$ cat src/rtl/mpmc11_pkg.sv
// Shared types and constants for the mpmc11 memory controller.
package mpmc11_pkg;

    typedef enum logic [2:0] {
        FILL_IDLE      = 3'd0,
        FILL_PRESET    = 3'd1,
        FILL_ISSUE     = 3'd2,
        FILL_WAIT_DATA = 3'd3,
        FILL_DONE      = 3'd4
    } mpmc11_fill_state_t;

    localparam logic [2:0] MPMC11_CMD_READ = 3'b001;

endpackage

$ cat src/rtl/mpmc11_fill_cnt.sv
// Beat counter for cache fills: masks beats beyond burst_len and drives the
// zero-latency cache write strobe and beat index.
module mpmc11_fill_cnt (
    input  logic       clk,
    input  logic       rst,
    input  logic       clear,
    input  logic       count_en,
    input  logic       data_valid,
    input  logic [7:0] burst_len,
    output logic       fill_we,
    output logic [7:0] fill_cnt,
    output logic       last_beat
);

    // 9 bits so a 256-beat fill (burst_len=255) ends at 256 without wrapping
    logic [8:0] beat_cnt;

    always_comb begin
        fill_we   = count_en && data_valid && (beat_cnt <= {1'b0, burst_len});
        last_beat = fill_we && (beat_cnt == {1'b0, burst_len});
        fill_cnt  = beat_cnt[7:0];
    end

    always_ff @(posedge clk) begin
        if (rst || clear) begin
            beat_cnt <= '0;
        end else if (fill_we) begin
            beat_cnt <= beat_cnt + 9'd1;
        end
    end

endmodule

$ cat src/rtl/mpmc11_fill_seq.sv
// Cache-fill read sequencer: issues 32-byte read commands and counts returning beats.
// Optional idle timeout abort is compiled in with MPMC11_FILL_TIMEOUT_EN.
module mpmc11_fill_seq
    import mpmc11_pkg::*;
#(
    parameter int unsigned TIMEOUT_CYCLES = 1023
) (
    input  logic               clk,
    input  logic               rst,
    input  logic               req,
    input  logic [31:0]        req_addr,
    input  logic [7:0]         req_burst_len,
    output logic               ack,
    output logic               busy,
    output logic               done,
    output logic               timeout_err,
    output mpmc11_fill_state_t state,
    output logic               app_en,
    output logic [2:0]         app_cmd,
    output logic [31:0]        app_addr,
    input  logic               app_rdy,
    input  logic               app_rd_data_valid,
    output logic               fill_we,
    output logic [7:0]         fill_cnt
);

    mpmc11_fill_state_t next_state;
    logic [7:0] burst_len;
    logic [8:0] cmd_cnt;
    logic       count_en;
    logic       accept;
    logic       cmd_last;
    logic       last_beat;
    logic       timeout_hit;
    logic       ack_nxt, busy_nxt, done_nxt, app_en_nxt;
    logic [6:0] unused_addr_bits;

    assign unused_addr_bits = {req_addr[31:30], req_addr[4:0]};

    assign count_en = (state == FILL_ISSUE) || (state == FILL_WAIT_DATA);
    assign accept   = app_en && app_rdy;
    assign cmd_last = (cmd_cnt == {1'b0, burst_len});

`ifdef MPMC11_FILL_TIMEOUT_EN
    logic [31:0] idle_cnt;
    assign timeout_hit = count_en && !fill_we && ((idle_cnt + 32'd1) == TIMEOUT_CYCLES);
`else
    logic [31:0] unused_timeout_cfg;
    assign unused_timeout_cfg = TIMEOUT_CYCLES;
    assign timeout_hit = 1'b0;
`endif

    mpmc11_fill_cnt u_fill_cnt (
        .clk        (clk),
        .rst        (rst),
        .clear      (state == FILL_PRESET),
        .count_en   (count_en),
        .data_valid (app_rd_data_valid),
        .burst_len  (burst_len),
        .fill_we    (fill_we),
        .fill_cnt   (fill_cnt),
        .last_beat  (last_beat)
    );

    always_comb begin
        next_state = state;
        case (state)
            FILL_IDLE:      if (req) next_state = FILL_PRESET;
            FILL_PRESET:    next_state = FILL_ISSUE;
            FILL_ISSUE: begin
                if (last_beat || timeout_hit)  next_state = FILL_DONE;
                else if (accept && cmd_last)   next_state = FILL_WAIT_DATA;
            end
            FILL_WAIT_DATA: if (last_beat || timeout_hit) next_state = FILL_DONE;
            FILL_DONE:      next_state = FILL_IDLE;
            default:        next_state = FILL_IDLE;
        endcase
    end

    // Outputs are registered, so they are decoded from the state being entered
    always_comb begin
        ack_nxt    = (next_state == FILL_PRESET);
        busy_nxt   = (next_state != FILL_IDLE);
        done_nxt   = (next_state == FILL_DONE);
        app_en_nxt = (next_state == FILL_ISSUE);
    end

    always_ff @(posedge clk) begin
        if (rst) begin
            state       <= FILL_IDLE;
            ack         <= 1'b0;
            busy        <= 1'b0;
            done        <= 1'b0;
            timeout_err <= 1'b0;
            app_en      <= 1'b0;
            app_cmd     <= '0;
            app_addr    <= '0;
            burst_len   <= '0;
            cmd_cnt     <= '0;
`ifdef MPMC11_FILL_TIMEOUT_EN
            idle_cnt    <= '0;
`endif
        end else begin
            state       <= next_state;
            ack         <= ack_nxt;
            busy        <= busy_nxt;
            done        <= done_nxt;
            timeout_err <= timeout_hit;
            app_en      <= app_en_nxt;
            app_cmd     <= app_en_nxt ? MPMC11_CMD_READ : 3'b000;
            case (state)
                FILL_IDLE: begin
                    if (req) begin
                        app_addr  <= {2'b00, req_addr[29:5], 5'h00};
                        burst_len <= req_burst_len;
                    end
                end
                FILL_PRESET: cmd_cnt <= '0;
                FILL_ISSUE: begin
                    if (accept) begin
                        app_addr <= {2'b00, app_addr[29:5] + 25'd1, 5'h00};
                        cmd_cnt  <= cmd_cnt + 9'd1;
                    end
                end
                default: ;
            endcase
`ifdef MPMC11_FILL_TIMEOUT_EN
            if (state == FILL_PRESET || fill_we) begin
                idle_cnt <= '0;
            end else if (count_en) begin
                idle_cnt <= idle_cnt + 32'd1;
            end
`endif
        end
    end

endmodule
$ cat config.mk
export PLATFORM = sky130hd
export DESIGN_NAME = mpmc11_fill_seq
export DESIGN_NICKNAME = d
export VERILOG_FILES = /design/src/rtl/mpmc11_pkg.sv /design/src/rtl/mpmc11_fill_cnt.sv /design/src/rtl/mpmc11_fill_seq.sv
export SDC_FILE = /design/constraint.sdc
export NUM_CORES = 1
export LEC_CHECK = 0
export BUFFER_PORTS_ARGS = -buffer_cell sky130_fd_sc_hd__buf_2
export CORE_ASPECT_RATIO = 1.75
export CORE_UTILIZATION = 44
export CTS_BUF_LIST = sky130_fd_sc_hd__clkbuf_4 sky130_fd_sc_hd__clkbuf_8
export DETAILED_ROUTE_END_ITERATION = 6
export PLACE_DENSITY = 0.77
export SYNTH_ARGS = -nofsm -noshare
export SYNTH_HDL_FRONTEND = slang
export SYNTH_SLANG_ARGS = --single-unit
$ cat constraint.sdc
create_clock -name clk -period 4.6 [get_ports clk]
set_input_delay 0.23 -clock clk [delete_from_list [all_inputs] [get_ports clk]]
set_output_delay 0.23 -clock clk [all_outputs]
set_load 0.05 [all_outputs]
==> results of run 1 <==
## stage by stage
stage	utilization, %	hold slack, ns
final	52.4	0.131
after global routing	52.4	0.126
after CTS	52.4	0.116
after detailed placement	49.9	0.451
after global placement	49.9	0.447
after floorplan	-	0.366
## worst max-delay path, delay by kind of cell (launching register included)
kind / cells / cell delay [ns]
simple gates: 2 / 0.36
buf+inv: 2 / 0.34
flops: 1 / 0.38
compound gates: 2 / 0.78
fa+ha+maj: 1 / 0.30
## report_power, final
group	leakage (nW)	internal, mW	switching, mW
Combinational	1.15	0.129	0.307
Sequential	0.474	0.545	0.0536
Clock	0.103	0.272	0.195
Total	1.72	0.946	0.556
## cells in the mapped netlist (3+ instances only)
library cell | n | area, um^2
dfxtp_1 | 58 | 1160
nand2_1 | 49 | 184
a21oi_1 | 43 | 215
nor2_1 | 30 | 113
nand3_1 | 28 | 140
buf_4 | 20 | 150
o21ai_0 | 20 | 100
clkbuf_1 | 16 | 60.1
xor2_1 | 14 | 123
nor3_1 | 13 | 65.1
and3_1 | 12 | 75.1
ha_1 | 11 | 138
a211oi_1 | 10 | 75.1
inv_1 | 10 | 37.5
nand4_1 | 6 | 37.5
buf_2 | 5 | 25.0
nand2b_1 | 5 | 31.3
nor4_1 | 5 | 31.3
or3_1 | 5 | 31.3
a2111o_1 | 4 | 45.0
a21o_1 | 4 | 30.0
a31o_2 | 4 | 35.0
a31oi_1 | 4 | 25.0
mux2i_1 | 4 | 40.0
a211o_1 | 3 | 26.3
and2_1 | 3 | 18.8
and4_1 | 3 | 26.3
buf_6 | 3 | 33.8
nor4_2 | 3 | 37.5
o22ai_1 | 3 | 18.8
## area by class of cell
class                           instances  share of cell area (%)
Sequential cell                        58                    29.1
Tap cell                               88                    2.76
Multi-Input combinational cell        337                    51.8
Inverter                               10                   0.940
Clock inverter                          3                    1.00
Clock buffer                           12                    3.82
Timing Repair Buffer                   83                    10.6
## kinds of logic after synthesis
group	Yosys count	share of synthesized area, %
AO/OA/AOI/OAI	119	22.7
XOR/XNOR	16	4.02
flip-flops	58	33.3
AND/OR/NAND/NOR	177	26.0
multiplexers	4	1.15
adder cells (fa/ha/maj)	11	3.94
other	1	0.107
buffers and inverters	54	8.78
## registers in the layout (all words and copies together) (netlist names)
signal,cells
u_fill_cnt.beat_cnt,9
app_addr,25
app_en,1
busy,1
cmd_cnt,9
state,3
burst_len,8
done,1
ack,1
## path summary, 6_finish.rpt
path	startpoint	end	slack [ns]	cells after the start
max	burst_len[5]	fill_we	1.87	7
min	req_burst_len[4]	burst_len[4]	0.13	3
max reg2reg	burst_len[5]	u_fill_cnt.beat_cnt[6]	2.22	7
min reg2reg	u_fill_cnt.beat_cnt[8]	u_fill_cnt.beat_cnt[8]	0.46	1
## routing by layer
metal	vias up	track usage, %
met5	-	0
met4	0	8.04
met3	13	5.46
met2	121	41.1
met1	1644	23.1
li1	1696	-
==> flow_metrics.py, run 1 <==
metrics = {
    "synth": {
        "synth.avg_cell_area_um2": 7.93,
        "seq_area_frac_synth_pct": 33.3,
        "synth_area_um2": 3490,
        "ys_types": 62,
        "dominantRegCellSynth": "dfxtp_1",
        "synthArstFlopShare_pct": 0,
        "synth_edf_count": 0,
        "synth-seq-cells": 58,
        "synth_warnings": 0,
        "synthCells": 440,
    },
    "floorplanning": {
        "rows": 42,
        "design.core.area_um2": 7620,
        "die_w_um": 69.3,
        "ios": 97,
        "dieArea_um2": 8310,
        "start_util_pct": 45.8,
        "fp.dieH_um": 120,
    },
    "finish": {
        "seq_area_um2": 1160,
        "multi_input_area_um2": 2070,
        "area_growth_pct": 14.5,
        "drive_gt1_share_pct": 22.9,
        "final_common_cell": "buf_2",
        "nNetsFinal": 555,
        "diodes": 0,
        "n_fill_cell": 755,
        "fin_area_um2": 4000,
        "layout.cells.non_filler": 591,
        "final_cell_mix": "79 x buf_2, 58 x dfxtp_1, 49 x nand2_1",
    },
    "timing": {
        "final.setup.tns_ns": 0,
        "setup_viol": 0,
        "period_share_pct": 59.3,
        "final-hold-violation-count": 0,
        "final_max_slew_viol_count": 0,
        "setup_ws_ns": 1.87,
        "finalClockSkew_ns": 0.00992,
        "slew_headroom_pct": 33.8,
        "period_minus_slack_ns": 2.73,
        "tightest_slew_ns": 0.992,
        "max_freq_mhz": 366,
        "rsz0062_at_grt": "false",
    },
    "placement": {
        "placed_area_um2": 3800,
        "post-place-ws_ns": 2.25,
        "gp_congestion": 0.847,
        "dp_cells": 576,
        "portBuffers": 79,
        "place_hpwl_mm": 6.33,
    },
    "clock_tree": {
        "h-tree-depth": 3,
        "clock_path_buffers": 2,
        "cts.reportedPaths.clkPinSlew_ns": 0.06,
        "cts_sinks": 58,
        "post_cts_buffers": 0,
        "clock_latency_ns": 0.35,
        "cts_buffers": 9,
        "cts_tree": "yes",
        "cts.repair.resized": 0,
        "root_buffer": "clkbuf_8",
        "holdBufCountCts": 0,
    },
    "critical_path": {
        "cp_cell_sequence": "inv_1 > ha_1 > and3_1 > o21ai_0 > o2111ai_1 > nand2_1 > buf_2",
        "end_kind": "output pin",
        "critical_path_class": "reg -> out",
        "critPathSlowestCell": "o2111ai_1",
        "crit_fanout": 13,
        "cp.arrival_ns": 2.50,
        "cp.required_ns": 4.37,
        "startpoint_type": "flip-flop",
        "max_stage_delay_ns": 0.54,
    },
    "global_routing": {
        "antenna_found_initial": 0,
        "grt_pass1_wl_mm": 14.9,
        "grt_pass1_vias": 3240,
        "grt_max_degree": 48,
        "grt_usage_pct": 21.9,
        "grt_overflow_total": 0,
    },
    "pwr": {
        "finalPower_mw": 1.50,
        "ir_drop_uv": 233,
        "power.density_nw_per_um2": 376,
        "p_leak_nw": 1.72,
    },
    "detailed_routing": {
        "vias": 3474,
        "met2_wirelength_mm": 4.72,
        "drt_wl_total_mm": 8.73,
        "topRoutingLayerUsed": "met4",
        "vias_per_cell": 5.88,
        "ant_nets": 0,
        "avgRoutedWirePerCell_um": 14.8,
        "drt-met1-wl_mm": 3.38,
        "wl_met3_um": 489,
        "drc": 0,
        "drt_iter0_markers": 220,
        "first_pass_iters": 5,
    },
    "outcome": {
        "status": "completed",
    },
    "worst_hold_path": {
        "timing.hold.worst.class": "in -> reg",
    },
    "run": {
        "maxCapViolations": 0,
    },
}
Power figures use the tool's default switching activity.
==> run 2: changes to the inputs <==
clock period = 2.8 ns   (was 4.6 ns; I/O delays follow)
==> flow_metrics.py, run 2 (synthesized netlist as in run 1, its figures left out) <==
metrics = {
    "clock_tree": {
        "cts.reportedPaths.clkPinSlew_ns": 0.07,
        "h-tree-depth": 3,
        "clock_latency_ns": 0.36,
        "cts_sinks": 58,
        "cts_buffers": 9,
        "cts_tree": "yes",
        "post_cts_buffers": 0,
        "clock_path_buffers": 2,
        "root_buffer": "clkbuf_8",
    },
    "timing": {
        "max_freq_mhz": 383,
        "final.setup.tns_ns": 0,
        "rsz0062_at_grt": "false",
        "slew_headroom_pct": 38.6,
        "period_share_pct": 93.2,
        "final-hold-violation-count": 0,
        "period_minus_slack_ns": 2.61,
        "finalClockSkew_ns": 0.00787,
        "final_max_slew_viol_count": 0,
        "tightest_slew_ns": 0.921,
        "setup_viol": 0,
    },
    "critical_path": {
        "cp.required_ns": 2.66,
        "end_kind": "output pin",
        "rrSetupSlack_ns": 0.46,
        "crit_fanout": 13,
        "critical_path_class": "reg -> out",
        "critPathSlowestCell": "a211o_1",
        "startpoint_type": "flip-flop",
        "cp.arrival_ns": 2.47,
        "r2r_cells": 7,
        "reg2reg_from": "u_fill_cnt.beat_cnt[0]",
        "max_stage_delay_ns": 0.47,
        "cp_cell_sequence": "inv_1 > ha_1 > nand3_1 > or3_4 > a211o_1 > nand2_1 > buf_2",
        "reg2reg_to": "u_fill_cnt.beat_cnt[5]",
    },
    "finish": {
        "n_fill_cell": 729,
        "top_register": "app_addr",
        "final_common_cell": "buf_2",
        "fin_area_um2": 4040,
        "reg_top3": "app_addr (25), cmd_cnt (9), u_fill_cnt.beat_cnt (9)",
        "nNetsFinal": 558,
        "drive_gt1_share_pct": 23.5,
        "diodes": 0,
        "final_cell_mix": "79 x buf_2, 58 x dfxtp_1, 49 x nand2_1",
        "area_growth_pct": 15.7,
        "largest_reg_flops": 25,
    },
    "detailed_routing": {
        "drc": 0,
        "drt_iter0_markers": 179,
        "ant_nets": 0,
        "first_pass_iters": 5,
        "drt_wl_total_mm": 9.20,
        "vias_per_cell": 5.82,
        "avgRoutedWirePerCell_um": 15.5,
        "vias": 3457,
    },
    "floorplanning": {
        "dieArea_um2": 8310,
        "ios": 97,
        "design.core.area_um2": 7620,
        "rows": 42,
        "start_util_pct": 45.8,
        "die_w_um": 69.3,
        "fp.dieH_um": 120,
    },
    "global_routing": {
        "grt_overflow_total": 0,
        "grt_usage_pct": 22.5,
        "antenna_found_initial": 0,
        "grt_pass1_wl_mm": 15.1,
        "grt_max_degree": 48,
        "grt_pass1_vias": 3307,
    },
    "worst_hold_path": {
        "min_from": "req_burst_len[3]",
        "hold_path_depth": 3,
        "timing.hold.worst.class": "in -> reg",
        "min_to": "burst_len[3]",
    },
    "placement": {
        "place_hpwl_mm": 6.47,
        "portBuffers": 79,
        "placed_area_um2": 3820,
        "gp_congestion": 0.845,
    },
    "run": {
        "maxCapViolations": 0,
    },
    "outcome": {
        "status": "completed",
    },
    "pwr": {
        "ir_drop_uv": 417,
        "power.density_nw_per_um2": 631,
        "p_leak_nw": 1.74,
    },
}
-- run 2: changes by cell type in the layout (fill, tap and decap cells not counted), sizes merged --
| cell | previous run | this run |
|---|---|---|
| clkinv | 2 | 1 |
| clkbuf | 12 | 13 |
| buf | 83 | 86 |
-- run 2: how the worst max path moves through the flow --
stage / startpoint / slack [ns] / end / cells past startpoint
floorplan: state[1] / 0.60 / state[0] / 7
global placement: u_fill_cnt.beat_cnt[2] / 0.53 / u_fill_cnt.beat_cnt[6] / 6
detailed placement: state[1] / 0.45 / u_fill_cnt.beat_cnt[5] / 5
CTS: state[1] / 0.17 / fill_we / 5
global route: u_fill_cnt.beat_cnt[0] / 0.09 / fill_we / 7
finish: u_fill_cnt.beat_cnt[0] / 0.19 / fill_we / 7
-- run 2: routing by layer --
metal | wire, um | global-route usage [%] | up-vias
met5 | 0 | 0 | -
met3 | 474 | 4.87 | 24
met4 | 353 | 14.2 | 0
met2 | 4790 | 39.3 | 129
li1 | - | - | 1703
met1 | 3580 | 24.3 | 1601
-- run 2: repair_timing --
| item | CTS | global route |
|---|---|---|
| endpoints found under the hold margin | 0 | 0 |
| hold buffers | 0 | 0 |
| resized for setup | 0 | 1 |
| setup endpoints to repair | 0 | 1 |
-- run 2: stage by stage --
step	std cells	hold slack [ns]	worst slack, ns	total power, mW	util, %
2_1_floorplan	449	0.276	0.601	1.57	-
3_3_place_gp	579	0.390	0.531	1.71	50.2
3_5_place_dp	579	0.390	0.455	1.73	50.2
4_1_cts	594	0.0120	0.167	2.56	52.9
5_1_grt	594	0.0393	0.0921	2.66	53.0
6_report	594	0.0256	0.191	2.55	53.0
-- run 2: layout make-up --
cell class / count / area, um^2 / share of cell area (%)
multi-input cells: 337 / 2070 / 51.4
clock buffers: 13 / 173 / 4.28
inverters: 10 / 37.5 / 0.929
well taps: 88 / 110 / 2.73
clock inverters: 2 / 35.0 / 0.867
flip-flops and latches: 58 / 1160 / 28.7
repair buffers: 86 / 448 / 11.1
-- run 2: power breakdown --
group / switching, mW / total (mW) / internal [mW]
registers: 0.0894 / 0.984 / 0.895
logic: 0.513 / 0.729 / 0.216
clock network: 0.346 / 0.833 / 0.488
-- run 2: worst max-delay path: cells and delay by family, from the launching register on --
kind	cells	cell delay (ns)
AND/OR/NAND/NOR	3	0.54
AO/OA/AOI/OAI	1	0.47
flip-flops	1	0.45
buffers and inverters	2	0.37
adder cells (fa/ha/maj)	1	0.29
==> run 3: changes to the inputs <==
CORE_MARGIN = 2   (was not set)
PLACE_DENSITY = 0.8   (was 0.77)
clock period = 2.3 ns   (was 2.8 ns; I/O delays follow)
==> flow_metrics.py, run 3 (synthesized netlist as in run 1, its figures left out) <==
metrics = {
    "clock_tree": {
        "cts_tree": "yes",
        "root_buffer": "clkbuf_8",
        "h-tree-depth": 3,
        "clock_latency_ns": 0.36,
        "cts.reportedPaths.clkPinSlew_ns": 0.07,
        "clock_path_buffers": 2,
        "cts_sinks": 58,
        "cts_buffers": 9,
    },
    "timing": {
        "slew_headroom_pct": 59.0,
        "period_minus_slack_ns": 2.26,
        "tightest_slew_ns": 0.614,
        "setup_ws_ns": 0.0386,
        "period_share_pct": 98.3,
        "setup_viol": 0,
        "finalClockSkew_ns": 0.00812,
        "final_max_slew_viol_count": 0,
        "max_freq_mhz": 442,
        "final-hold-violation-count": 0,
    },
    "finish": {
        "area_growth_pct": 26.0,
        "drive_gt1_share_pct": 29.1,
        "utilization_pct": 56.4,
        "final_common_cell": "buf_2",
        "largest_reg_flops": 25,
        "top_register": "app_addr",
        "final_cell_mix": "78 x buf_2, 51 x dfxtp_1, 48 x nand2_1",
        "reg_top3": "app_addr (25), cmd_cnt (9), u_fill_cnt.beat_cnt (9)",
        "diodes": 0,
        "fin_area_um2": 4400,
        "nNetsFinal": 581,
    },
    "critical_path": {
        "cp.required_ns": 2.54,
        "end_kind": "flip-flop",
        "startpoint_type": "flip-flop",
        "cp.arrival_ns": 2.50,
        "critical_path_class": "reg -> reg",
        "crit_fanout": 3,
        "rrSetupSlack_ns": 0.04,
    },
    "pwr": {
        "power_frac_seq_pct": 34.9,
        "pwr-share-clk_pct": 35.6,
        "p_sw_mw": 1.21,
        "p_int_mw": 2.20,
        "p_leak_nw": 1.89,
        "power.density_nw_per_um2": 776,
        "power_switching_share_pct": 35.5,
        "p_comb_share_pct": 29.5,
        "ir_drop_uv": 649,
    },
    "worst_hold_path": {
        "timing.hold.worst.class": "in -> reg",
    },
    "floorplanning": {
        "fp.dieH_um": 122,
        "start_util_pct": 44.7,
        "die_w_um": 71.3,
        "design.core.area_um2": 7800,
        "ios": 97,
        "dieArea_um2": 8690,
        "rows": 43,
    },
    "detailed_routing": {
        "avgRoutedWirePerCell_um": 16.5,
        "drt_iter0_markers": 225,
        "ant_nets": 0,
        "vias_per_cell": 5.99,
        "vias": 3714,
        "drc": 0,
        "drt_wl_total_mm": 10.2,
        "first_pass_iters": 4,
    },
    "global_routing": {
        "grt_overflow_total": 0,
        "grt_usage_pct": 23.5,
        "grt_max_degree": 46,
        "grt_pass1_vias": 3568,
        "antenna_found_initial": 0,
        "grt_pass1_wl_mm": 16.2,
    },
    "placement": {
        "placed_area_um2": 3940,
        "place_hpwl_mm": 7.02,
        "gp_congestion": 0.860,
        "portBuffers": 79,
        "post-place-ws_ns": 0.0463,
    },
    "outcome": {
        "status": "completed",
    },
    "run": {
        "maxCapViolations": 0,
    },
}
## run 3: changes by cell type in the layout (fill, tap and decap cells not counted), moves of 5 or more
cell           before  now
dfxtp_2             0    7
dfxtp_1            58   51
ha_4                0    5
ha_1               11    6
dlygate4sd3_1       0    5
buf_4               7   22
## run 3: worst paths after layout
| kind | start | depth (start not counted) | endpoint |
|---|---|---|---|
| min | req_burst_len[1] | 3 | burst_len[1] |
| max | burst_len[2] | 8 | u_fill_cnt.beat_cnt[2] |
| max reg2reg | burst_len[2] | 8 | u_fill_cnt.beat_cnt[2] |
| min reg2reg | burst_len[6] | 2 | burst_len[6] |
## run 3: timing repair
item / in CTS / in global routing
endpoints found under the hold margin: 5 / 0
resized for setup: 8 / 15
hold buffers: 5 / 0
setup buffers: 2 / 5
endpoints found under the setup margin: 1 / 5
pin swaps: 1 / 1
## run 3: stage by stage
step | setup TNS (ns) | instances | hold WS (ns) | power, mW
3_3_place_gp | 0 | 592 | 0.359 | 2.11
3_5_place_dp | 0 | 592 | 0.362 | 2.14
2_1_floorplan | 0 | 449 | 0.251 | 1.91
4_1_cts | 0 | 615 | 0.00608 | 3.37
5_1_grt | -0.0600 | 620 | 0.0229 | 3.56
6_report | 0 | 620 | 0.00958 | 3.41
## run 3: final cells by class
cell class	count	area, um^2
Multi-Input combinational cell	337	2160
Clock inverter	5	100
Fill cell	713	3400
Inverter	10	37.5
Timing Repair Buffer	109	668
Tap cell	90	113
Clock buffer	11	151
Sequential cell	58	1170
## run 3: power groups by stage
stage | logic [mW] | clock network [mW] | registers [mW]
floorplan | 0.494 | 0 | 1.42
global placement | 0.909 | 0 | 1.20
detailed placement | 0.932 | 0 | 1.21
CTS | 0.954 | 1.23 | 1.19
global route | 1.08 | 1.27 | 1.20
finish | 1.01 | 1.21 | 1.19
## run 3: per-layer routing
layer / GRT usage (%) / up-vias / share of wire [%]
met2: 41.4 / 182 / 53
li1: - / 1744 / -
met3: 4.38 / 43 / 6.2
met5: 0 / - / 0
met1: 25.1 / 1745 / 37
met4: 15.2 / 0 / 4.5
## run 3: worst max-delay path, cell delays in order, from the launching register on
cell and delay [ns]:
dfxtp_2 0.34, inv_1 0.07, ha_4 0.27, nand3_1 0.09
or3_4 0.42, buf_4 0.15, a211oi_1 0.46, o21ai_0 0.19
mux2i_1 0.16
